--- config.mk ---
export PLATFORM = sky130hd
export DESIGN_NAME = fifo_burst_reader
export DESIGN_NICKNAME = d
export VERILOG_FILES = /design/src/rtl/fifo_burst_reader.sv
export SDC_FILE = /design/constraint.sdc
export NUM_CORES = 1
export LEC_CHECK = 0
export ABC_AREA = 1
export BUFFER_PORTS_ARGS = -buffer_cell sky130_fd_sc_hd__buf_4
export CORE_ASPECT_RATIO = 0.7
export CORE_MARGIN = 2
export CORE_UTILIZATION = 60
export DETAILED_ROUTE_END_ITERATION = 7
export PLACE_DENSITY = 0.84
export SLEW_MARGIN = 25
export SYNTH_ARGS = -nofsm -noshare
export SYNTH_HDL_FRONTEND = slang
export SYNTH_SLANG_ARGS = --single-unit
--- constraint.sdc ---
create_clock -name CLK -period 3.79 [get_ports CLK]
set_clock_uncertainty 0.1 [all_clocks]
set_input_delay 0.379 -clock CLK [delete_from_list [all_inputs] [get_ports CLK]]
set_output_delay 0.379 -clock CLK [all_outputs]
set_load 0.01 [all_outputs]
--- src/rtl/fifo_burst_reader.sv ---
// fifo_burst_reader: pops a burst of LEN words from a first-word-fall-through
// FIFO and forwards them on a valid/ready stream through a 2-entry buffer.
// The final word is marked with OUT_LAST and DONE pulses once it has been
// accepted downstream.
// Optional: define FIFO_BURST_READER_ABORT_EN to add the ABORT input and
// ABORTED output, which cut a burst short.
//
// state | meaning
// IDLE  | waiting for START
// RUN   | popping words from the FIFO into the output buffer
// DRAIN | all words popped, waiting for the buffer to empty downstream
// FIN   | one-cycle DONE pulse
module fifo_burst_reader #(
    parameter int width = 8,
    parameter int lenw  = 9
) (
    input  logic             CLK,
    input  logic             RST,
    input  logic             START,
    input  logic [lenw-1:0]  LEN,
    output logic             BUSY,
    output logic             DONE,
    input  logic [width-1:0] FIFO_Q,
    input  logic             FIFO_EMPTY,
    output logic             FIFO_RD,
    output logic [width-1:0] OUT_DATA,
    output logic             OUT_VALID,
    input  logic             OUT_READY,
    output logic             OUT_LAST
`ifdef FIFO_BURST_READER_ABORT_EN
    ,
    input  logic             ABORT,
    output logic             ABORTED
`endif
);

    typedef enum logic [1:0] {
        IDLE  = 2'd0,
        RUN   = 2'd1,
        DRAIN = 2'd2,
        FIN   = 2'd3
    } state_t;

    localparam logic [lenw-1:0] len_one = lenw'(1);

    state_t           state_q, state_d;
    logic [lenw-1:0]  rem_q;
    logic [lenw-1:0]  ocnt_q;
    logic [width-1:0] buf0_q, buf1_q;
    logic [1:0]       occ_q;
    logic             pop;
    logic             abort_hit;

`ifdef FIFO_BURST_READER_ABORT_EN
    logic aborted_q;

    assign abort_hit = ABORT & ((state_q == RUN) | (state_q == DRAIN));
    assign ABORTED   = aborted_q;

    // Remember that the burst ended by abort; shown only during FIN.
    always_ff @(posedge CLK) begin
        if (RST) begin
            aborted_q <= 1'b0;
        end else if (abort_hit) begin
            aborted_q <= 1'b1;
        end else if (state_q == FIN) begin
            aborted_q <= 1'b0;
        end
    end
`else
    assign abort_hit = 1'b0;
`endif

    assign OUT_VALID = (occ_q != 2'd0);
    assign OUT_DATA  = buf0_q;
    assign pop       = OUT_VALID & OUT_READY;
    // The last word is never flagged in a cycle that is being aborted.
    assign OUT_LAST  = OUT_VALID & (ocnt_q == len_one) & ~abort_hit;

    // State register.
    always_ff @(posedge CLK) begin
        if (RST) begin
            state_q <= IDLE;
        end else begin
            state_q <= state_d;
        end
    end

    // Next-state and control outputs; RUN/DRAIN leave on the edge where their
    // counter reaches zero so DONE follows the final transfer by one cycle.
    always_comb begin
        state_d = state_q;
        FIFO_RD = 1'b0;
        BUSY    = (state_q != IDLE);
        DONE    = (state_q == FIN);
        case (state_q)
            IDLE: begin
                if (START) begin
                    state_d = (LEN != '0) ? RUN : FIN;
                end
            end
            RUN: begin
                FIFO_RD = (rem_q != '0) & ~FIFO_EMPTY & (occ_q != 2'd2) & ~abort_hit;
                if (abort_hit) begin
                    state_d = FIN;
                end else if ((rem_q == '0) || ((rem_q == len_one) && FIFO_RD)) begin
                    state_d = DRAIN;
                end
            end
            DRAIN: begin
                if (abort_hit) begin
                    state_d = FIN;
                end else if ((ocnt_q == '0) || ((ocnt_q == len_one) && pop)) begin
                    state_d = FIN;
                end
            end
            FIN: begin
                state_d = IDLE;
            end
            default: begin
                state_d = IDLE;
            end
        endcase
    end

    // Burst counters: REM counts pops still owed, OCNT counts transfers still owed.
    always_ff @(posedge CLK) begin
        if (RST) begin
            rem_q  <= '0;
            ocnt_q <= '0;
        end else if (abort_hit) begin
            rem_q  <= '0;
            ocnt_q <= '0;
        end else if ((state_q == IDLE) && START) begin
            rem_q  <= LEN;
            ocnt_q <= LEN;
        end else begin
            if (FIFO_RD) begin
                rem_q <= rem_q - len_one;
            end
            if (pop && (ocnt_q != '0)) begin
                ocnt_q <= ocnt_q - len_one;
            end
        end
    end

    // Two-entry in-order output buffer; buf0 is always the head.
    always_ff @(posedge CLK) begin
        if (RST) begin
            buf0_q <= '0;
            buf1_q <= '0;
            occ_q  <= 2'd0;
        end else if (abort_hit) begin
            occ_q <= 2'd0;
        end else begin
            case ({FIFO_RD, pop})
                2'b10: begin
                    if (occ_q == 2'd0) begin
                        buf0_q <= FIFO_Q;
                    end else begin
                        buf1_q <= FIFO_Q;
                    end
                    occ_q <= occ_q + 2'd1;
                end
                2'b01: begin
                    buf0_q <= buf1_q;
                    occ_q  <= occ_q - 2'd1;
                end
                2'b11: begin
                    if (occ_q == 2'd1) begin
                        buf0_q <= FIFO_Q;
                    end else begin
                        buf0_q <= buf1_q;
                        buf1_q <= FIFO_Q;
                    end
                end
                default: begin
                end
            endcase
        end
    end

endmodule

## Yosys cells after proc, flatten, opt, wreduce, memory -nomap -nowiden

Index checks and enable logic that the tools add are counted.

| word-level totals | value |
|---|---|
| register bits after elaboration | 38 |
| output and inout bits | 13 |

| cells by class | value |
|---|---|
| add/sub/neg operators | 4 |
| reduce and logical (&&, ||, !) cells | 23 |
| eq/ne operators | 16 |
| bitwise gates (word level) | 5 |
| multiplexer cells | 17 |

Operators with widths:

| kind | number |
|---|---|
| two-way mux 9 bit | 4 |
| two-way mux 8 bit | 4 |
| nonzero test 9 bit | 3 |
| case mux 8 bit (3 select lines) | 1 |
| == test 9 x 1 -> 1 bit, second input constant | 2 |
| zero test 9 bit | 2 |
| subtractor 9 x 1 -> 9 bit, second input constant | 2 |
| case mux 8 bit (2 select lines) | 1 |
| != test 2 bit, second input constant | 7 |
| nonzero test 2 bit | 6 |
| == test 2 bit, second input constant | 4 |
| two-way mux 2 bit | 4 |
| case mux 2 bit (4 select lines) | 1 |
| == test 2 x 1 -> 1 bit, second input constant | 3 |
| AND reduction 3 bit | 2 |
| bitwise AND 1 bit | 4 |
| logical AND 1 bit | 4 |
| zero test 2 bit | 2 |
| case mux 2 bit (2 select lines) | 1 |
| nonzero test 3 bit | 1 |
| adder 2 x 1 -> 2 bit, second input constant | 1 |
| logical OR 1 bit | 2 |
| AND reduction 2 bit | 1 |
| subtractor 2 x 1 -> 2 bit, second input constant | 1 |
| other kinds (2) | 2 |

## Longest topological paths before layout

| depth | value |
|---|---|
| depth in word-level cells | 7 |
| mapped depth | 14 |
| depth with buffers taken out | 14 |

## Least setup slack after synthesis

Ideal clock, no wire load.

| timing | value |
|---|---|
| path kind | reg2reg |
| start | reg occ_q[0] |
| end | reg buf0_q[0], in the netlist OUT_DATA[0] |
| slack | 1.704 ns |
| required time | 3.620 ns |
| data arrival time | 1.916 ns |
| stages on the path, launching flop included | 12 |
| cells stage by stage | dfxtp_1 > inv_1 > ha_1 > nor2_4 > buf_4 > ha_1 > inv_1 > o21ai_2 > nand3_1 > o21ai_0 > nand2_1 > a21oi_2 |

| between the ends | value |
|---|---|
| cells in the longest elaborated chain, start to end | 6 |
| elaborated cells on any way between the ends | 15 |

Ends and longest elaborated chain:

| what | line | text |
|---|---|---|
| start: declaration | 50 | `logic [1:0] occ_q;` |
| start signal: assignment | 163 | `occ_q <= occ_q + 2'd1;` |
| start signal: assignment | 167 | `occ_q <= occ_q - 2'd1;` |
| != test 2 bit | 103 | `FIFO_RD = (rem_q != '0) & ~FIFO_EMPTY & (occ_q != 2'd2) & ~abort_hit;` |
| bitwise AND 1 bit | 103 |  |
| two-way mux 1 bit | 96 | `case (state_q)` |
| == test 2 bit / == test 2 x 1 -> 1 bit (equally long branches) | 156 | `case ({FIFO_RD, pop})` |
| != test 2 bit (no source line) / nonzero test 3 bit (equally long branches) | - |  |
| AND reduction 2 bit (no source line) | - |  |
| end signal: assignment | 166 | `buf0_q <= buf1_q;` |
| end signal: assignment | 173 | `buf0_q <= buf1_q;` |
| end: declaration | 49 | `logic [width-1:0] buf0_q, buf1_q;` |

Parallel ways exist; a longest one is shown, timed or not.
A chain may end at the register's enable or synchronous reset.

## Worst setup path in the final report

| timing | value |
|---|---|
| start | reg occ_q[0] |
| end | reg buf1_q[3] |

| between the ends | value |
|---|---|
| cells in the longest elaborated chain, start to end | 6 |
| elaborated cells on any way between the ends | 14 |

Ends and longest elaborated chain:

| what | line | text |
|---|---|---|
| != test 2 bit | 103 |  |
| bitwise AND 1 bit | 103 |  |
| two-way mux 1 bit | 96 |  |
| == test 2 bit | 156 |  |
| != test 2 bit (no source line) / nonzero test 2 bit (equally long branches) | - |  |
| AND reduction 3 bit (no source line) | - |  |
| end signal: assignment | 151 | `buf1_q <= '0;` |
| end signal: assignment | 161 | `buf1_q <= FIFO_Q;` |
| end signal: assignment | 174 | `buf1_q <= FIFO_Q;` |
| end: declaration | 49 |  |

Parallel ways exist; a longest one is shown, timed or not.

==> flow_summary_export.csv <==
group,metric,value,unit
clock_tree,insertion_delay,0.29,ns
synthesis,share_of_the_yosys_chip_area_belonging_to_registers,0.303,
critical_path,worst-setup-path-type,"reg2reg",
grt,first_global_vias,2218,
critical_path,cp-end-kind,"flip-flop",
pwr,ir_drop,523,uV
drt,firstDrtPassIters,5,
critical_path,highest_cell_delay_on_the_worst_timing_path,0.50,ns
die,die_height,58.1,um
grt,global_route.usage.total,0.279,
die,ios,35,
synthesis,syn_nets,406,
critical_path,timing.rr.start,"occ_q[0]",
critical_path,path_depth,8,
critical_path,r2r-end,"buf1_q[3]",
critical_path,critPathLaunchType,"flip-flop",
drt,number_of_drc_markers_after_the_initial_detailed_route_iteration,178,
pwr,power.leakage,0.00135,uW
clock_tree,cts_tree,"built",
place,worst_setup_slack_post_dpl,1.26,ns
drt,detail_route.wirelength,6080,um
die,overall_die_area,0.00473,mm2
worst_hold_path,hold_path.class,"in2reg",
clock_tree,cts.path.max_buffers,2,
drt,detail_route.drc_violations,0,
grt,grt_pass1_wl,10100,um
grt,grt_antenna_before_repair,0,
sta,final.setup.worst_slack,1.22,ns
place,dp_hpwl,4450,um
clock_tree,cts_buffers,5,
die,placement_rows,19,
critical_path,worstRegToRegCells,8,
sta,unrepaired_setup_endpoints_after_global_routing,"no",
clock_tree,htreeDepth,2,
sta,drv_slew,0,
synthesis,synth_warnings,0,
sta,fmax,389,MHz
layout,syn2layout_area_growth,16.4,%
clock_tree,cts_sinks,38,
drt,detail_route.vias_per_cell,5.42,
synthesis,synth_ff_type,"sky130_fd_sc_hd__dfxtp_1",
critical_path,timing.critical_path.mode_cell,"sky130_fd_sc_hd__ha_1",
die,floorplan.initialDensity,0.633,
critical_path,worstPathArrival,2.69,ns
clock_tree,post-cts-setup-buffer-count,0,
sta,finalSetupViolations,0,
pwr,power.density_cell_area,849,mW/mm2
grt,use_met3,0.0530,
critical_path,timing.critical_path.from,"occ_q[0]",
layout,antenna_cells,0,
synthesis,synth-edff-count,0,
synthesis,flop_and_latch_count_out_of_synthesis,38,
critical_path,critical_path.endpoint,"buf1_q[3]",
layout,layout-drive-gt1-share,0.197,
pwr,design_power_total,2480,uW
synthesis,syn-instance-count,367,
sta,total_negative_slack,0,ns
synthesis,synth_cell_types,33,
run,drv_cap,0,
drt,antenna_left,0,
clock_tree,hold_buffers,0,
drt,dr_total_vias,2455,
place,place_inst,445,
critical_path,timing.critical_path.cells,"inv_1, ha_1, nor2_4, inv_2, ha_1, o211ai_2, o21ai_0, a21oi_1",
sta,finalWorstPathRequiredPeriod,2.57,ns
critical_path,worstPathMaxFanout,16,
drt,wl_per_cell,13.4,um
sta,worst-slew-pin-transition,0.571,ns
layout,fin_util,0.736,
critical_path,critical_path_slowest_stage_cell,"sky130_fd_sc_hd__o211ai_2",
critical_path,critical_path.top_delay_family,"compound AO/OA/AOI/OAI gates",
place,port_buffers,34,
clock_tree,ctsRootBufferMaster,"sky130_fd_sc_hd__clkbuf_8",
critical_path,worstPathBufferInverterCount,2,
place,gp_congestion,0.871,
grt,use_met1,0.415,
critical_path,worst_ep_required_time,3.91,ns
outcome,outcome,"finished, final reports clean",
sta,hold_viol_final,0,
synthesis,syn_avg_cell_area,6.84,um2
die,core,0.00397,mm2
layout,num-fill-cells,313,
die,floorplan.die.width,81.3,um
grt,top_usage_layer,"met1",
critical_path,regToRegSetupSlack,1.22,ns
sta,slew_headroom,0.619,
layout,finalNonFillerCells,453,
synthesis,synth_async_sr_flop_share,0,
grt,gr_util_met2,0.413,
clock_tree,cts.repair.resized,0,
layout,final_net_count,439,
synthesis,netlist_area,0.00251,mm2
grt,grt_max_degree,24,
clock_tree,cts.clk_slew.worst_paths,0.08,ns
sta,min_period_over_period,0.678,
grt,grt_overflow,0,
-- worst reg2reg max path, cell delays in order, from the launching register on --
cell and delay, ns:
sky130_fd_sc_hd__dfxtp_1 0.36, sky130_fd_sc_hd__inv_1 0.08, sky130_fd_sc_hd__ha_1 0.34, sky130_fd_sc_hd__nor2_4 0.36
sky130_fd_sc_hd__inv_2 0.21, sky130_fd_sc_hd__ha_1 0.26, sky130_fd_sc_hd__o211ai_2 0.50, sky130_fd_sc_hd__o21ai_0 0.16
sky130_fd_sc_hd__a21oi_1 0.14
-- worst min path at each step --
| stage | start | end | slack [ns] | cells after the start |
|---|---|---|---|---|
| after global placement | buf1_q[0] | buf1_q[0] | 0.34 | 2 |
| after detailed placement | buf1_q[7] | buf1_q[7] | 0.34 | 2 |
| final | FIFO_Q[2] | buf1_q[2] | 0.28 | 3 |
| after global routing | FIFO_Q[4] | buf1_q[4] | 0.30 | 3 |
| after CTS | FIFO_Q[0] | buf1_q[0] | 0.27 | 3 |
| after floorplan | buf1_q[1] | buf1_q[1] | 0.32 | 2 |
-- metal layers --
metal  up-vias  wire (um)
li1       1236          -
met1      1114       2870
met2        97       2700
met3         8        473
met4         0         36
met5         -          0
-- placed cells by master, fill, tap and decap left out, types with 3 or more instances in the layout --
cell type and count:
sky130_fd_sc_hd__nand2_1 77, sky130_fd_sc_hd__inv_1 48, sky130_fd_sc_hd__nor2_1 40, sky130_fd_sc_hd__dfxtp_1 38, sky130_fd_sc_hd__buf_4 34, sky130_fd_sc_hd__nand3_1 33, sky130_fd_sc_hd__o21ai_0 30, sky130_fd_sc_hd__a21oi_1 22
sky130_fd_sc_hd__ha_1 17, sky130_fd_sc_hd__a21oi_2 9, sky130_fd_sc_hd__inv_2 6, sky130_fd_sc_hd__clkbuf_8 6, sky130_fd_sc_hd__xor2_1 5, sky130_fd_sc_hd__nand2_2 4, sky130_fd_sc_hd__o21ai_1 4, sky130_fd_sc_hd__nand2_4 3
sky130_fd_sc_hd__nor2_4 3, sky130_fd_sc_hd__a21boi_0 3
-- power breakdown --
group	switching (uW)	internal, uW
combinational	903	505
sequential	104	537
clock	151	281
-- cell type report --
| class | instances | area, um2 | share of cell area |
|---|---|---|---|
| inverters | 56 | 216 | 0.0741 |
| repair buffers | 34 | 255 | 0.0873 |
| clock buffers | 6 | 82.6 | 0.0283 |
| clock inverters | 2 | 60.1 | 0.0205 |
| well taps | 52 | 65.1 | 0.0223 |
| multi-input cells | 265 | 1480 | 0.507 |
| flip-flops and latches | 38 | 761 | 0.260 |
-- cells by family after synthesis --
| group | count (synthesis) | share of synthesized area |
|---|---|---|
| AO/OA/AOI/OAI | 70 | 0.160 |
| XOR/XNOR | 6 | 0.0209 |
| adder cells (fa/ha/maj) | 17 | 0.0847 |
| buffers and inverters | 64 | 0.107 |
| flip-flops | 38 | 0.303 |
| AND/OR/NAND/NOR | 172 | 0.324 |
-- Yosys cell counts, types with 2 or more instances --
| cell type | instances | share of area |
|---|---|---|
| sky130_fd_sc_hd__nand2_1 | 77 | 0.12 |
| sky130_fd_sc_hd__or2_2 | 2 | 0.0050 |
| sky130_fd_sc_hd__nand2_4 | 3 | 0.013 |
| sky130_fd_sc_hd__ha_1 | 17 | 0.085 |
| sky130_fd_sc_hd__a21oi_1 | 22 | 0.044 |
| sky130_fd_sc_hd__nand4_1 | 2 | 0.0050 |
| sky130_fd_sc_hd__buf_6 | 2 | 0.0090 |
| sky130_fd_sc_hd__nand3_1 | 33 | 0.066 |
| sky130_fd_sc_hd__nor2_2 | 2 | 0.0050 |
| sky130_fd_sc_hd__nor2_1 | 40 | 0.060 |
| sky130_fd_sc_hd__nand2_2 | 4 | 0.010 |
| sky130_fd_sc_hd__xor2_1 | 5 | 0.017 |
| sky130_fd_sc_hd__a21boi_0 | 3 | 0.0090 |
| sky130_fd_sc_hd__inv_2 | 6 | 0.0090 |
| sky130_fd_sc_hd__buf_2 | 2 | 0.0040 |
| sky130_fd_sc_hd__nor2_4 | 3 | 0.013 |
| sky130_fd_sc_hd__o21ai_0 | 30 | 0.060 |
| sky130_fd_sc_hd__o21ai_1 | 4 | 0.0080 |
| sky130_fd_sc_hd__nand2_8 | 2 | 0.016 |
| sky130_fd_sc_hd__a21oi_2 | 9 | 0.031 |
| sky130_fd_sc_hd__clkbuf_1 | 3 | 0.0045 |
| sky130_fd_sc_hd__inv_1 | 48 | 0.072 |
| sky130_fd_sc_hd__dfxtp_1 | 38 | 0.30 |
-- flip-flops by register name, indices dropped and copies added, names as in the netlist --
signal,cells
occ_q,2
OUT_DATA,8
buf1_q,8
rem_q,9
state_q,2
ocnt_q,9
-- through the flow --
| stage | hold slack [ns] | area [um2] |
|---|---|---|
| 2_1_floorplan | 0.324 | 2510 |
| 3_3_place_gp | 0.336 | 2780 |
| 3_5_place_dp | 0.343 | 2780 |
| 4_1_cts | 0.271 | 2920 |
| 5_1_grt | 0.305 | 2920 |
| 6_report | 0.285 | 2920 |
No activity file was read; power rests on OpenSTA's default activity.
